$ cat src/rtl/codificador_seg7_if.sv
// Segment-pattern input and BCD word hand-off bundle for codificador_seg7.
// The master drives segment samples, clear and ack; the slave is the encoder.
interface codificador_seg7_if #(
    parameter int NUM_DIGITS = 4
);
    logic [6:0]              seg_in;
    logic                    seg_strobe;
    logic                    clear;
    logic                    value_ack;
    logic                    digit_valid;
    logic [3:0]              digit_bcd;
    logic                    digit_err;
    logic [4*NUM_DIGITS-1:0] bcd_value;
    logic                    value_valid;
    logic                    overrun;

    modport master (
        output seg_in, seg_strobe, clear, value_ack,
        input  digit_valid, digit_bcd, digit_err, bcd_value, value_valid, overrun
    );

    modport slave (
        input  seg_in, seg_strobe, clear, value_ack,
        output digit_valid, digit_bcd, digit_err, bcd_value, value_valid, overrun
    );
endinterface

$ cat src/rtl/codificador_seg7.sv
// Active-low 7-segment pattern to BCD encoder with a stability qualifier and
// a multi-digit word assembler handed off through a valid/ack pair.
module codificador_seg7 #(
    parameter int STABLE_CYCLES = 4,
    parameter int NUM_DIGITS    = 4
) (
    input  logic                 CLOCK_50,
    input  logic                 reset,
    codificador_seg7_if.slave    bus
);
    localparam int SW = $clog2(STABLE_CYCLES + 1);
    localparam int DW = (NUM_DIGITS > 1) ? $clog2(NUM_DIGITS) : 1;
    localparam int WW = 4 * NUM_DIGITS;
    localparam logic [6:0] BLANK = 7'b1111111;
    localparam logic [6:0] PAT [10] = '{
        7'b0000001, 7'b1001111, 7'b0010010, 7'b0000110, 7'b1001100,
        7'b0100100, 7'b0100000, 7'b0001111, 7'b0000000, 7'b0000100
    };

    logic [6:0]    last_q,  last_d;
    logic [SW-1:0] stab_q,  stab_d;
    logic          armed_q, armed_d;
    logic [WW-1:0] acc_q,   acc_d;
    logic [DW-1:0] dcount_q, dcount_d;
    logic          digit_valid_q, digit_valid_d;
    logic          digit_err_q,   digit_err_d;
    logic [3:0]    digit_bcd_q,   digit_bcd_d;
    logic [WW-1:0] bcd_value_q,   bcd_value_d;
    logic          value_valid_q, value_valid_d;
    logic          overrun_q,     overrun_d;

    logic [9:0]    hit;
    logic [3:0]    hit_digit;
    logic          found;
    logic          is_blank;
    logic          armed_eff;
    logic          qualify;
    logic          accept;
    logic          ack_eff;
    logic [WW-1:0] acc_shift;

    // One comparator per table entry; at most one can match.
    generate
        for (genvar gi = 0; gi < 10; gi++) begin : g_match
            assign hit[gi] = (bus.seg_in == PAT[gi]);
        end
    endgenerate

    always_comb begin
        hit_digit = 4'd0;
        for (int i = 0; i < 10; i++) begin
            if (hit[i]) hit_digit = 4'(i);
        end
    end

    assign found     = |hit;
    assign is_blank  = (bus.seg_in == BLANK);
    assign acc_shift = (acc_q << 4) | WW'(hit_digit);

    always_comb begin
        last_d        = last_q;
        stab_d        = stab_q;
        armed_d       = armed_q;
        acc_d         = acc_q;
        dcount_d      = dcount_q;
        digit_valid_d = 1'b0;
        digit_err_d   = 1'b0;
        digit_bcd_d   = digit_bcd_q;
        bcd_value_d   = bcd_value_q;
        value_valid_d = value_valid_q;
        overrun_d     = overrun_q;
        armed_eff     = armed_q;
        qualify       = 1'b0;

        if (bus.seg_strobe) begin
            if (bus.seg_in == last_q) begin
                stab_d = (stab_q == SW'(STABLE_CYCLES)) ? stab_q : stab_q + SW'(1);
            end else begin
                last_d    = bus.seg_in;
                stab_d    = SW'(1);
                armed_eff = 1'b1;
            end
            // Only the strobe that first reaches the threshold fires; armed blocks repeats.
            qualify = armed_eff && (stab_d == SW'(STABLE_CYCLES));
            armed_d = armed_eff && !qualify;
        end

        accept  = qualify && found;
        ack_eff = bus.value_ack && value_valid_q;

        if (qualify && !is_blank) begin
            digit_valid_d = 1'b1;
            digit_err_d   = !found;
            digit_bcd_d   = found ? hit_digit : 4'hF;
        end

        if (ack_eff) begin
            value_valid_d = 1'b0;
            overrun_d     = 1'b0;
        end

        if (bus.clear) begin
            acc_d    = '0;
            dcount_d = '0;
        end else if (accept) begin
            if (value_valid_q && !ack_eff) begin
                overrun_d = 1'b1;
            end else if (dcount_q == DW'(NUM_DIGITS - 1)) begin
                bcd_value_d   = acc_shift;
                value_valid_d = 1'b1;
                acc_d         = '0;
                dcount_d      = '0;
            end else begin
                acc_d    = acc_shift;
                dcount_d = dcount_q + DW'(1);
            end
        end
    end

    always_ff @(posedge CLOCK_50) begin
        if (reset) begin
            last_q        <= BLANK;
            stab_q        <= '0;
            armed_q       <= 1'b1;
            acc_q         <= '0;
            dcount_q      <= '0;
            digit_valid_q <= 1'b0;
            digit_err_q   <= 1'b0;
            digit_bcd_q   <= 4'd0;
            bcd_value_q   <= '0;
            value_valid_q <= 1'b0;
            overrun_q     <= 1'b0;
        end else begin
            last_q        <= last_d;
            stab_q        <= stab_d;
            armed_q       <= armed_d;
            acc_q         <= acc_d;
            dcount_q      <= dcount_d;
            digit_valid_q <= digit_valid_d;
            digit_err_q   <= digit_err_d;
            digit_bcd_q   <= digit_bcd_d;
            bcd_value_q   <= bcd_value_d;
            value_valid_q <= value_valid_d;
            overrun_q     <= overrun_d;
        end
    end

    assign bus.digit_valid = digit_valid_q;
    assign bus.digit_err   = digit_err_q;
    assign bus.digit_bcd   = digit_bcd_q;
    assign bus.bcd_value   = bcd_value_q;
    assign bus.value_valid = value_valid_q;
    assign bus.overrun     = overrun_q;
endmodule

$ cat src/flat_wrapper.sv
// flat-port wrapper written by rule: the top's interface ports become plain ports
module codificador_seg7_flat 
#(
    parameter int STABLE_CYCLES = 4,
    parameter int NUM_DIGITS    = 4
)
  (CLOCK_50, reset, bus_seg_in, bus_seg_strobe, bus_clear, bus_value_ack, bus_digit_valid, bus_digit_bcd, bus_digit_err, bus_bcd_value, bus_value_valid, bus_overrun);
  codificador_seg7_if #(.NUM_DIGITS(NUM_DIGITS)) bus_i ();
  input  logic CLOCK_50;
  input  logic reset;
  input wire logic [$bits(bus_i.seg_in)-1:0] bus_seg_in;
  input wire logic [$bits(bus_i.seg_strobe)-1:0] bus_seg_strobe;
  input wire logic [$bits(bus_i.clear)-1:0] bus_clear;
  input wire logic [$bits(bus_i.value_ack)-1:0] bus_value_ack;
  output wire logic [$bits(bus_i.digit_valid)-1:0] bus_digit_valid;
  output wire logic [$bits(bus_i.digit_bcd)-1:0] bus_digit_bcd;
  output wire logic [$bits(bus_i.digit_err)-1:0] bus_digit_err;
  output wire logic [$bits(bus_i.bcd_value)-1:0] bus_bcd_value;
  output wire logic [$bits(bus_i.value_valid)-1:0] bus_value_valid;
  output wire logic [$bits(bus_i.overrun)-1:0] bus_overrun;
  assign bus_i.seg_in = bus_seg_in;
  assign bus_i.seg_strobe = bus_seg_strobe;
  assign bus_i.clear = bus_clear;
  assign bus_i.value_ack = bus_value_ack;
  assign bus_digit_valid = bus_i.digit_valid;
  assign bus_digit_bcd = bus_i.digit_bcd;
  assign bus_digit_err = bus_i.digit_err;
  assign bus_bcd_value = bus_i.bcd_value;
  assign bus_value_valid = bus_i.value_valid;
  assign bus_overrun = bus_i.overrun;
  codificador_seg7 #(.STABLE_CYCLES(STABLE_CYCLES), .NUM_DIGITS(NUM_DIGITS)) u_core (.CLOCK_50(CLOCK_50), .reset(reset), .bus(bus_i));
endmodule
$ cat config.mk
export PLATFORM = sky130hd
export DESIGN_NAME = codificador_seg7_flat
export DESIGN_NICKNAME = d
export VERILOG_FILES = /design/src/rtl/codificador_seg7_if.sv /design/src/rtl/codificador_seg7.sv /design/src/flat_wrapper.sv
export SDC_FILE = /design/constraint.sdc
export NUM_CORES = 1
export LEC_CHECK = 0
export ABC_AREA = 1
export CORE_MARGIN = 2
export CORE_UTILIZATION = 53
export DETAILED_ROUTE_END_ITERATION = 12
export PLACE_DENSITY = 0.86
export SLEW_MARGIN = 20
export SYNTH_ARGS = -nofsm -noshare
export SYNTH_HDL_FRONTEND = slang
export SYNTH_SLANG_ARGS = --single-unit
export TNS_END_PERCENT = 100
$ cat constraint.sdc
create_clock -name CLOCK_50 -period 2 [get_ports CLOCK_50]
set_input_delay 0.4 -clock CLOCK_50 [delete_from_list [all_inputs] [get_ports CLOCK_50]]
set_output_delay 0.4 -clock CLOCK_50 [all_outputs]
set_load 0.01 [all_outputs]
== Word-level counts from Yosys, hierarchy flattened ==
Index checks and enable logic that the tools add are counted.

* Add/sub/neg operators: 2
* Equal/unequal tests: 14
* Multiplexer cells: 28
* Bitwise gates (word level): 5
* Reductions and logical operators: 17

{| class="wikitable"
|+ Operators by type and width
! kind !! count
|-
| 4-bit 2-to-1 mux || 9
|-
| 7-bit == test, second input constant || 3
|-
| 16-bit by 4-bit bitwise OR with 16-bit output || 1
|-
| 7-bit by 3-bit == test with 1-bit output, second input constant || 2
|-
| 7-bit by 6-bit == test with 1-bit output, second input constant || 2
|-
| 1-bit 2-to-1 mux || 14
|-
| 12-bit 2-to-1 mux || 1
|-
| 10-bit OR reduction || 1
|-
| 3-bit 2-to-1 mux || 3
|-
| 7-bit by 1-bit == test with 1-bit output, second input constant || 1
|-
| 7-bit by 4-bit == test with 1-bit output, second input constant || 1
|-
| 7-bit by 5-bit == test with 1-bit output, second input constant || 1
|-
| 7-bit == test || 1
|-
| 7-bit logical NOT || 1
|-
| 3-bit == test, second input constant || 2
|-
| 1-bit logical AND || 6
|-
| 1-bit logical NOT || 4
|-
| 1-bit inverter || 4
|-
| 2-bit AND reduction || 2
|-
| 4-bit AND reduction || 1
|-
| 2-bit OR reduction || 2
|-
| 3-bit by 1-bit adder with 3-bit output, second input constant || 1
|-
| 2-bit by 1-bit adder with 2-bit output, second input constant || 1
|-
| 2-bit == test, second input constant || 1
|-
| 2-bit 2-to-1 mux || 1
|}

* Bits in registers: 49
* Input port bits: 12
* Output and inout bits: 24
* Word-level logic and storage cells: 77

== Logic depth before layout (Yosys ltp) ==
* Word-level depth: 12
* Gate-level depth with buffers: 13
* Gate-level depth less buffers: 12

== Worst setup path after synthesis ==
Ideal clock, no wire load.

* Kind: reg-to-reg
* Start point: register u_core.stab_q[0]
* End point: register u_core.bcd_value_q[10], in the netlist u_core.bus.bcd_value[10]
* Setup time: 0.113 ns
* Data arrival time: 1.633 ns
* Required time: 1.887 ns
* Path slack: 0.255 ns
* Stages on the path, launching flop included: 12
* Cell sequence: dfxtp_1 > inv_1 > ha_1 > nand2_1 > xor2_1 > nor2_1 > nand4_4 > nor2_8 > nand3_4 > buf_2 > nor2_1 > nor2_1

* Longest elaborated chain between the ends: 9
* Elaborated cells on any way between the ends: 10

{| class="wikitable"
|+ RTL lines
! item !! line !! text
|-
| from (decl) || codificador_seg7.sv:21 || <nowiki>logic [SW-1:0] stab_q, stab_d;</nowiki>
|-
| from (signal assigned) || codificador_seg7.sv:135 || <nowiki>stab_q <= stab_d;</nowiki>
|-
| 3-bit by 1-bit adder with 3-bit output or 3-bit == test (tied branches) || codificador_seg7.sv:77 || <nowiki>stab_d = (stab_q == SW'(STABLE_CYCLES)) ? stab_q : stab_q + SW'(1);</nowiki>
|-
| 3-bit 2-to-1 mux (*) || codificador_seg7.sv:77 ||
|-
| 3-bit 2-to-1 mux (*) || codificador_seg7.sv:76 || <nowiki>if (bus.seg_in == last_q) begin</nowiki>
|-
| 3-bit 2-to-1 mux (*) || codificador_seg7.sv:75 || <nowiki>if (bus.seg_strobe) begin</nowiki>
|-
| 3-bit == test (*) || codificador_seg7.sv:84 || <nowiki>qualify = armed_eff && (stab_d == SW'(STABLE_CYCLES));</nowiki>
|-
| 1-bit logical AND (*) || codificador_seg7.sv:84 ||
|-
| 1-bit 2-to-1 mux (*) || codificador_seg7.sv:75 ||
|-
| 1-bit logical AND (*) || codificador_seg7.sv:88 || <nowiki>accept = qualify && found;</nowiki>
|-
| 4-bit AND reduction (no line) (*) || -- ||
|-
| to (signal assigned) || codificador_seg7.sv:142 || <nowiki>bcd_value_q <= bcd_value_d;</nowiki>
|-
| to (decl) || codificador_seg7.sv:28 || <nowiki>logic [WW-1:0] bcd_value_q, bcd_value_d;</nowiki>
|}

Mark *: on every way between the ends. The rest lies on a longest branch, timed or not. The select of a mux whose other input is x is not followed.
A chain may end at the register's enable or synchronous reset.

== Worst setup path in the final report ==
* Start point: register u_core.stab_q[0]
* End point: register u_core.bcd_value_q[11], in the netlist u_core.bus.bcd_value[11]

The elaborated chain is that of the path after synthesis.

==> reports/qor.txt <==
period utilization - 96.08%
Slew @ Worst Pin - 388.0 ps
Max Slew Vio Count - 0
final worst slack - 78.46 ps
post-synthesis sequential area ratio - 41.28%
post-synthesis cell area - 2376 um2
Fill cells - 335
CTS Root Cell - clkbuf_8
placed cell areas - 2928 um2
ANT cells - 0
die height - 70.96 um
share of layout cells above drive strength 1 - 15.78%
achievable clock frequency - 520.4 MHz
DP HPWL - 3.879 mm
required time of the critical path - 2220 ps
power density over the cells - 570.0 nW/um2
hold-fix buffer count after cts - 0
most common cell in the netlist - nand2_1
CTS Buffer Depth - 2
LEAKAGE - 1.520 nW
final core occ - 72.48%
asr flop ratio synth - 0%
post-synthesis net count - 368
hold slack - 429.8 ps
Hold Crit Class - input port to register
Commonest cells post-synth - 93 x nand2_1, 66 x nor2_1, 50 x inv_1, 49 x dfxtp_1, 20 x a21oi_1
H-tree levels - 2
WS Path Type - register to register
# DRC - 0
GRT Util Overall - 22.54%
min cycle time layout - 1922 ps
Area contributors post-synth - dfxtp_1 41%, nand2_1 15%, nor2_1 10%
IO buf count - 35
Worst Clk Skew - 13.46 ps
Peak VDD IR - 0.0003751 V
Main synth FF type - dfxtp_1
Place WS - -370.5 ps
Max Cap Viol - 0
synth warn - 0
Synth area leader - dfxtp_1
clock sinks - 49
crit-path leading delay family - simple AND/OR/NAND/NOR gates
synthesis-to-layout area growth - 31.91%
routability congestion estimate from global placement - 0.9177
top-area cell type share of the netlist area - 41.28%
Most common cell on crit path - nor2_1
wire length per cell - 12.59 um
CTS Buf Count - 5
Rows - 24
final hold viol count - 0
CP Buf/Inv Count - 2
Cells after Synth - 353
drt first pass iters - 5
Final setup viols - 0
vias - 2394
CTS tree - done
Critical Path AT - 2140 ps
status - complete, no violations
vias in the first global route - 2100
initial antenna violation count - 0
Power Total - 1.787 mW
CP max stage cell - dfxtp_2
total core area - 4324 um2
Rel. slew slack - 74.10%
nature of the critical path startpoint - register
initial core utilization - 54.95%
final WL - 5.842 mm
latest clock arrival within the worst-skew pair - 320 ps
Avg Inst Size Synth - 6.731 um2
Chip Width - 70.96 um
number of synthesized flops with an enable pin - 0
max incr delay on CP - 350 ps
Layout Nets - 426
largest net degree at the start of global routing - 29
post-layout instance area - 3134 um2
crit path max fanout - 14
Yosys reg bits - 49
die area - 5035 um2
first-pass GRT wire length - 9.128 mm
ordered list of cells on the worst path - inv_2 -> ha_2 -> nand2_1 -> xor2_2 -> nor2_2 -> nand4_4 -> nor2_8 -> nand3_4 -> clkbuf_16 -> nor2_1 -> nor2_1
GRT overflow - 0
Starting DRT DRC Count - 152
vias per cell - 5.159
Final ANT Viol Nets - 0
library cells used by synthesis - 29
Worst-path clk slew - 90 ps
io pins - 36
CP Capture Type - register
per-stage QoR:
step           std cells  setup TNS (ps)
3_5_place_dp         452          -11360
4_1_cts              460               0
2_1_floorplan        353               0
6_report             464               0
3_3_place_gp         452           -8904
5_1_grt              464          -745.3
worst paths after layout:
path                                                    start                                     to  slack, ps  depth (start not counted)
worst max-delay path            u_core.stab_q[0]$_SDFFE_PP0P_  u_core.bus.bcd_value[11]$_SDFFE_PP0P_         80                         11
worst min register to register  u_core.stab_q[1]$_SDFFE_PP0P_          u_core.stab_q[1]$_SDFFE_PP0P_        480                          2
worst max register to register  u_core.stab_q[0]$_SDFFE_PP0P_  u_core.bus.bcd_value[11]$_SDFFE_PP0P_         80                         11
worst min-delay path                            bus_seg_in[4]          u_core.last_q[4]$_SDFFE_PP1P_        430                          3
cell families after synthesis:
group | Yosys count | share of synthesized area (%)
buffers and inverters | 70 | 11.69
AND/OR/NAND/NOR | 191 | 35.55
AO/OA/AOI/OAI | 38 | 9.163
XOR/XNOR | 2 | 0.7374
flip-flops | 49 | 41.28
adder cells (fa/ha/maj) | 3 | 1.580
routing by layer:
metal / track usage [%] / vias to the layer above / wire, um
met1: 28.18 / 1068 / 2485
met3: 4.416 / 18 / 336
li1: - / 1211 / -
met4: 8.176 / 0 / 126
met2: 38.63 / 97 / 2894
met5: 0 / - / 0
timing repair:
item	CTS	global route
cloned	0	2
pin swaps	0	4
setup endpoints to repair	29	36
resized for setup	7	15
buffers inserted	0	2
sequential cells by signal (all words and copies together) (netlist names):
signal and cells:
u_core.dcount_q 2, u_core.armed_q 1, u_core.bus.bcd_value 16, u_core.last_q 7, u_core.bus.digit_bcd 4, u_core.bus.digit_err 1, u_core.bus.overrun 1, u_core.acc_q 12
u_core.stab_q 3, u_core.bus.value_valid 1, u_core.bus.digit_valid 1
worst min-delay path, cell delays in order:
cell	delay (ps)
dlymetal6s2s_1	160
nand2_1	70
o211ai_1	70
cell type report:
cell class	count	area, um2	share of cell area (%)
inverter	57	214.0	6.826
clock buffer	5	68.82	2.196
sequential	49	983.4	31.38
tap	52	65.06	2.076
clock inverter	3	26.28	0.8383
timing repair buffer	64	621.8	19.84
multi-input combinational	234	1155	36.85
cell usage in the layout, fill, tap and decap left out, types with 3 or more instances in the layout:
cell type        netlist  final
nor2_1                66     59
o21ai_0                8      8
a21oi_1               20     20
dfxtp_1               49     47
inv_1                 50     48
nand4_1               17     17
dlymetal6s2s_1         0      4
nand3_1                6      5
clkbuf_8               0      5
nand2_1               93     93
nor2_2                 0      7
o211ai_1               7      7
clkdlybuf4s50_1        0     28
dlygate4sd2_1          0      3
buf_4                  1     26
inv_2                  6      8
where the power goes:
part	switching [mW]	leakage, nW	internal (mW)
Clock	0.372	0.0423	0.255
Sequential	0.00772	0.398	0.988
Combinational	0.0976	1.08	0.0659
Power figures use the tool's default switching activity.
==> edit 1 (config.mk and constraints unchanged) <==
Take the reset off `bcd_value_q` and load it in a clocked block of its own.
--- a/src/rtl/codificador_seg7.sv
+++ b/src/rtl/codificador_seg7.sv
@@ -128,5 +128,4 @@
             digit_err_q   <= 1'b0;
             digit_bcd_q   <= 4'd0;
-            bcd_value_q   <= '0;
             value_valid_q <= 1'b0;
             overrun_q     <= 1'b0;
@@ -140,8 +139,11 @@
             digit_err_q   <= digit_err_d;
             digit_bcd_q   <= digit_bcd_d;
-            bcd_value_q   <= bcd_value_d;
             value_valid_q <= value_valid_d;
             overrun_q     <= overrun_d;
         end
+    end
+
+    always_ff @(posedge CLOCK_50) begin
+        bcd_value_q <= bcd_value_d;
     end
 
Check against the original RTL: same outputs for any inputs over 4 cycles, from zero or initial values and one cycle with reset high; that may be too few to reach the edited logic, so the function may still have changed.
==> edit 1 against the unedited design <==
- global-route usage decreased by 1.2 points
- design area fell by 6.9%
- total power is 1.4% higher
- non-clock buffer count unchanged
- highest routed layer unchanged
- count of clock-buffer cells in the layout unchanged
- area after synthesis shrank 8.5%
- first-iteration DRC count shrank 0.66%
- worst setup slack lost 6.5 ps
- routed wire length fell by 19%
- cell count down 19%
- clock power is 2% lower
- sequential cell count stayed put
- critical path type unchanged
- largest power group unchanged
==> edit 1: results <==
group,metric,value,unit
global_routing,grt.total_usage,21.4,%
synth,synthAdderAreaFrac,1.73,%
critical_path,ff2ff_path_depth,10,
placement,dp_hpwl,3270,um
pwr,p_leak,1.24,nW
placement,place_ws,-480,ps
final_layout,fin_cells,375,
synth,synth-seq-area-share,52.5,%
synth,ys_types,30,
global_routing,grt_pass1_vias,1739,
timing,finClkSkew,2.19,ps
timing,fin_crit_sh,96.4,%
synth,synthTopCellsByCount,"59 x nand2_1, 35 x inv_1, 33 x dfxtp_1, 33 x nor2_1, 20 x a21oi_1",
synth,syn_nets,276,
synth,synth_area_leaders,"dfxtp_1 30%, edfxtp_1 22%, nand2_1 10%",
timing,worst_pin_slew,369,ps
final_layout,drive_above_1_share,20.6,%
synth,synth_compound_area_share,10.0,%
drt,post_drt_via_cell_ratio,5.09,
critical_path,path_max_fanout,8,
synth,synth_edf_count,16,
global_routing,grt_max_degree,18,
placement,dpl-instance-area,0.00275,mm2
synth,yosys.area_share.xor_xnor,0.806,%
critical_path,worstPathArrival,1970,ps
final_layout,nets,339,
final_layout,fill_cells,292,
placement,place_congestion,0.841,
status,run_status,"finished, final reports clean",
critical_path,r2r-end,"u_core.bus.bcd_value[0]",
clock_network,cts_max_path_buffers,2,
pwr,ir_worst_vdd,0.000434,V
final_layout,largest_reg_flops,16,
## edit 1: logic make-up after synthesis
kind of cell / after synthesis
adders and majority gates: 3
AOI/OAI and AO/OA: 38
buffers and inverters: 44
xor gates and xnor gates: 2
and+or+nand+nor: 125
DFF: 49
## edit 1: repair_timing
item	4_1_cts	5_1_grt
endpoints found under the setup margin	31	26
pin swaps	0	6
gates cloned	0	1
buffers inserted	0	3
gates resized for setup	8	20
## edit 1: worst min-delay path by stage
| stage | cells after the start | from | to |
|---|---|---|---|
| after floorplan | 0 | u_core.acc_q[8] | u_core.bus.bcd_value[12] |
| after global placement | 0 | u_core.acc_q[10] | u_core.bus.bcd_value[14] |
| after detailed placement | 0 | u_core.acc_q[8] | u_core.bus.bcd_value[12] |
| after CTS | 0 | u_core.acc_q[8] | u_core.bus.bcd_value[12] |
| after global routing | 3 | bus_seg_in[2] | u_core.last_q[2] |
| final | 3 | bus_seg_in[2] | u_core.last_q[2] |
## edit 1: power breakdown
part	switching, mW	internal, mW	total (mW)
Clock	0.359	0.254	0.614
Combinational	0.0883	0.0685	0.157
Sequential	0.00790	1.03	1.04
## edit 1: metrics by stage
| stage | setup TNS, ps | hold WS, ps |
|---|---|---|
| 6_report | 0 | 361 |
| 5_1_grt | -61.6 | 391 |
| 4_1_cts | 0 | 451 |
| 3_5_place_dp | -15840 | 427 |
| 3_3_place_gp | -12360 | 416 |
| 2_1_floorplan | -89.3 | 409 |
## edit 1: area by class of cell
| type | instances | share of cell area [%] |
|---|---|---|
| Inverter | 36 | 4.63 |
| Multi-Input combinational cell | 168 | 31.0 |
| Sequential cell | 49 | 39.2 |
| Clock buffer | 5 | 2.36 |
| Timing Repair Buffer | 64 | 19.8 |
| Clock inverter | 3 | 0.901 |
| Tap cell | 50 | 2.14 |
## edit 1: critical path, delay by kind of cell, from the launching register on
family	cells	cell delay, ps
flops	1	340
fa+ha+maj	1	140
xor+xnor	1	190
buf+inv	2	260
simple gates	6	710
## edit 1: metal layers
layer	part of all wire, %	track usage (%)	vias up	wire [um]
met3	3.6	3.95	9	169
met4	2.1	11.8	0	100
li1	-	-	979	-
met1	44	25.4	876	2080
met5	0	0	-	0
met2	50	36.4	44	2350
==> edit 2 (same flow settings) <==
Without the edit above. `STABLE_CYCLES` is set to 4 in 2 places; all go to 2.
--- a/src/rtl/codificador_seg7.sv
+++ b/src/rtl/codificador_seg7.sv
@@ -2,5 +2,5 @@
 // a multi-digit word assembler handed off through a valid/ack pair.
 module codificador_seg7 #(
-    parameter int STABLE_CYCLES = 4,
+    parameter int STABLE_CYCLES = 2,
     parameter int NUM_DIGITS    = 4
 ) (
--- a/src/flat_wrapper.sv
+++ b/src/flat_wrapper.sv
@@ -2,5 +2,5 @@
 module codificador_seg7_flat 
 #(
-    parameter int STABLE_CYCLES = 4,
+    parameter int STABLE_CYCLES = 2,
     parameter int NUM_DIGITS    = 4
 )
Function: changed (a bounded check fails within 4 cycles, from zero or initial values and one cycle with reset high).
==> edit 2 against the unedited design <==
- design area rose by 2.5%
- total power grew 7.1%
- routed wire length increased by 4.6%
- worst setup slack improved by 88 ps
- area after synthesis grew 3.8%
- first-iteration DRC count is 97% higher
- sequential cell count decreased by 1
- cell count down 1.1%
- critical path type is now in -> reg
- critical endpoint is now u_core.bus.digit_bcd[0]
- largest cell class unchanged
- largest power group unchanged
==> edit 2: results <==
group,metric,value,unit
status,run_status,"finished, final reports clean",
clock_network,cts_max_path_buffers,2,
critical_path,ff2ff_path_depth,12,
global_routing,grt_pass1_vias,2267,
synth,synth_area_leaders,"dfxtp_1 39%, nand2_1 11%, nor2_1 9.0%",
final_layout,drive_above_1_share,22.9,%
global_routing,grt_max_degree,22,
critical_path,cp-startpoint,"bus_seg_in[3]",
pwr,ir_worst_vdd,0.000268,V
min_path,whs_endpoint,"u_core.bus.overrun",
pwr,sw_frac_of_total,25.4,%
min_path,worstHoldPathCells,2,
placement,place_congestion,0.860,
pwr,p_leak,1.38,nW
drt,post_drt_via_cell_ratio,5.31,
drt,avgRoutedWirePerCell,13.3,um
placement,dp_cells,449,
drt,drtIter0Drc,300,
global_routing,grt.total_usage,25.1,%
critical_path,reg2reg_from,"u_core.last_q[3]",
final_layout,fill_cells,327,
critical_path,r2r_slack,180,ps
drt,routed-via-count,2439,
synth,syn_nets,359,
synth,synthTopCellsByCount,"70 x nand2_1, 59 x nor2_1, 48 x dfxtp_1, 34 x inv_1, 29 x nand4_1",
critical_path,r2r-end,"u_core.bus.digit_bcd[0]",
critical_path,critPathSlowestCell,"nor2_1",
drt,first_pass_iters,4,
global_routing,grt_pass1_wl,10300,um
critical_path,path_max_fanout,5,
synth,synth-seq-area-share,38.9,%
timing,slew_headroom,76.8,%
critical_path,cpPeakStageDelay,270,ps
placement,dp_hpwl,4230,um
final_layout,nets,420,
critical_path,worstPathArrival,2080,ps
min_path,hp-start,"u_core.bus.overrun",
min_path,hp-class,"reg -> reg",
timing,finClkSkew,12.8,ps
synth,syn_avg_cell_area,7.15,um2
==> edit 2: per-layer routing <==
metal | GRT usage, % | up-vias | part of all wire [%]
li1 | - | 1234 | -
met1 | 32.1 | 1099 | 42
met2 | 41.6 | 94 | 49
met3 | 5.42 | 12 | 6.4
met4 | 9.22 | 0 | 1.9
met5 | 0 | - | 0
==> edit 2: power by group through the flow <==
stage          registers (mW)  clock network (mW)  logic (mW)
2_1_floorplan           0.999                   0       0.110
3_3_place_gp             1.00                   0       0.188
3_5_place_dp             1.00                   0       0.193
4_1_cts                 0.979               0.739       0.192
5_1_grt                 0.982               0.763       0.224
6_report                0.979               0.734       0.201
==> edit 2: what timing repair did <==
item / CTS / global route
pin swaps: 2 / 3
gates resized for setup: 9 / 6
setup buffers: 0 / 2
setup endpoints to repair: 33 / 23
==> edit 2: logic make-up (layout without fill, tap and decap cells) <==
kind of cell / count (synthesis) / count (layout) / synth area share, %
adders and majority gates: 2 / 2 / 1.01
and+or+nand+nor: 194 / 194 / 37.8
xor gates and xnor gates: 2 / 2 / 0.710
buffers and inverters: 60 / 122 / 10.6
AOI/OAI and AO/OA: 39 / 39 / 10.9
DFF: 48 / 48 / 38.9
==> edit 2: cell type report <==
type                            count  share of cell area, %
Clock inverter                      3                   1.48
Tap cell                           52                   2.03
Timing Repair Buffer               69                   19.4
Sequential cell                    48                   29.9
Inverter                           45                   5.26
Multi-Input combinational cell    237                   39.8
Clock buffer                        5                   2.14
==> edit 2: worst max-delay path, delay by kind of cell <==
kind	cells	cell delay, ps
AO/OA/AOI/OAI	2	310
buffers and inverters	3	380
AND/OR/NAND/NOR	8	990
==> edit 2: how the worst max path moves through the flow <==
| stage | endpoint | slack [ps] | depth (start not counted) |
|---|---|---|---|
| 5_1_grt | u_core.bus.digit_bcd[0] | 20 | 12 |
| 3_3_place_gp | u_core.bus.bcd_value[14] | -330 | 12 |
| 4_1_cts | u_core.bus.bcd_value[5] | 130 | 14 |
| 6_report | u_core.bus.digit_bcd[0] | 170 | 13 |
| 3_5_place_dp | u_core.bus.bcd_value[5] | -450 | 15 |
| 2_1_floorplan | u_core.acc_q[0] | 330 | 13 |
==> edit 2: through the flow <==
stage / hold WS (ps) / setup WS, ps / utilization (%) / area [um2] / TNS [ps]
after floorplan: 451 / 326 / - / 2470 / 0
after global placement: 462 / -334 / 69.2 / 3050 / -11560
after detailed placement: 466 / -453 / 69.2 / 3050 / -14440
after CTS: 480 / 127 / 71.9 / 3170 / 0
after global routing: 502 / 22.2 / 72.8 / 3210 / 0
final: 476 / 166 / 72.8 / 3210 / 0
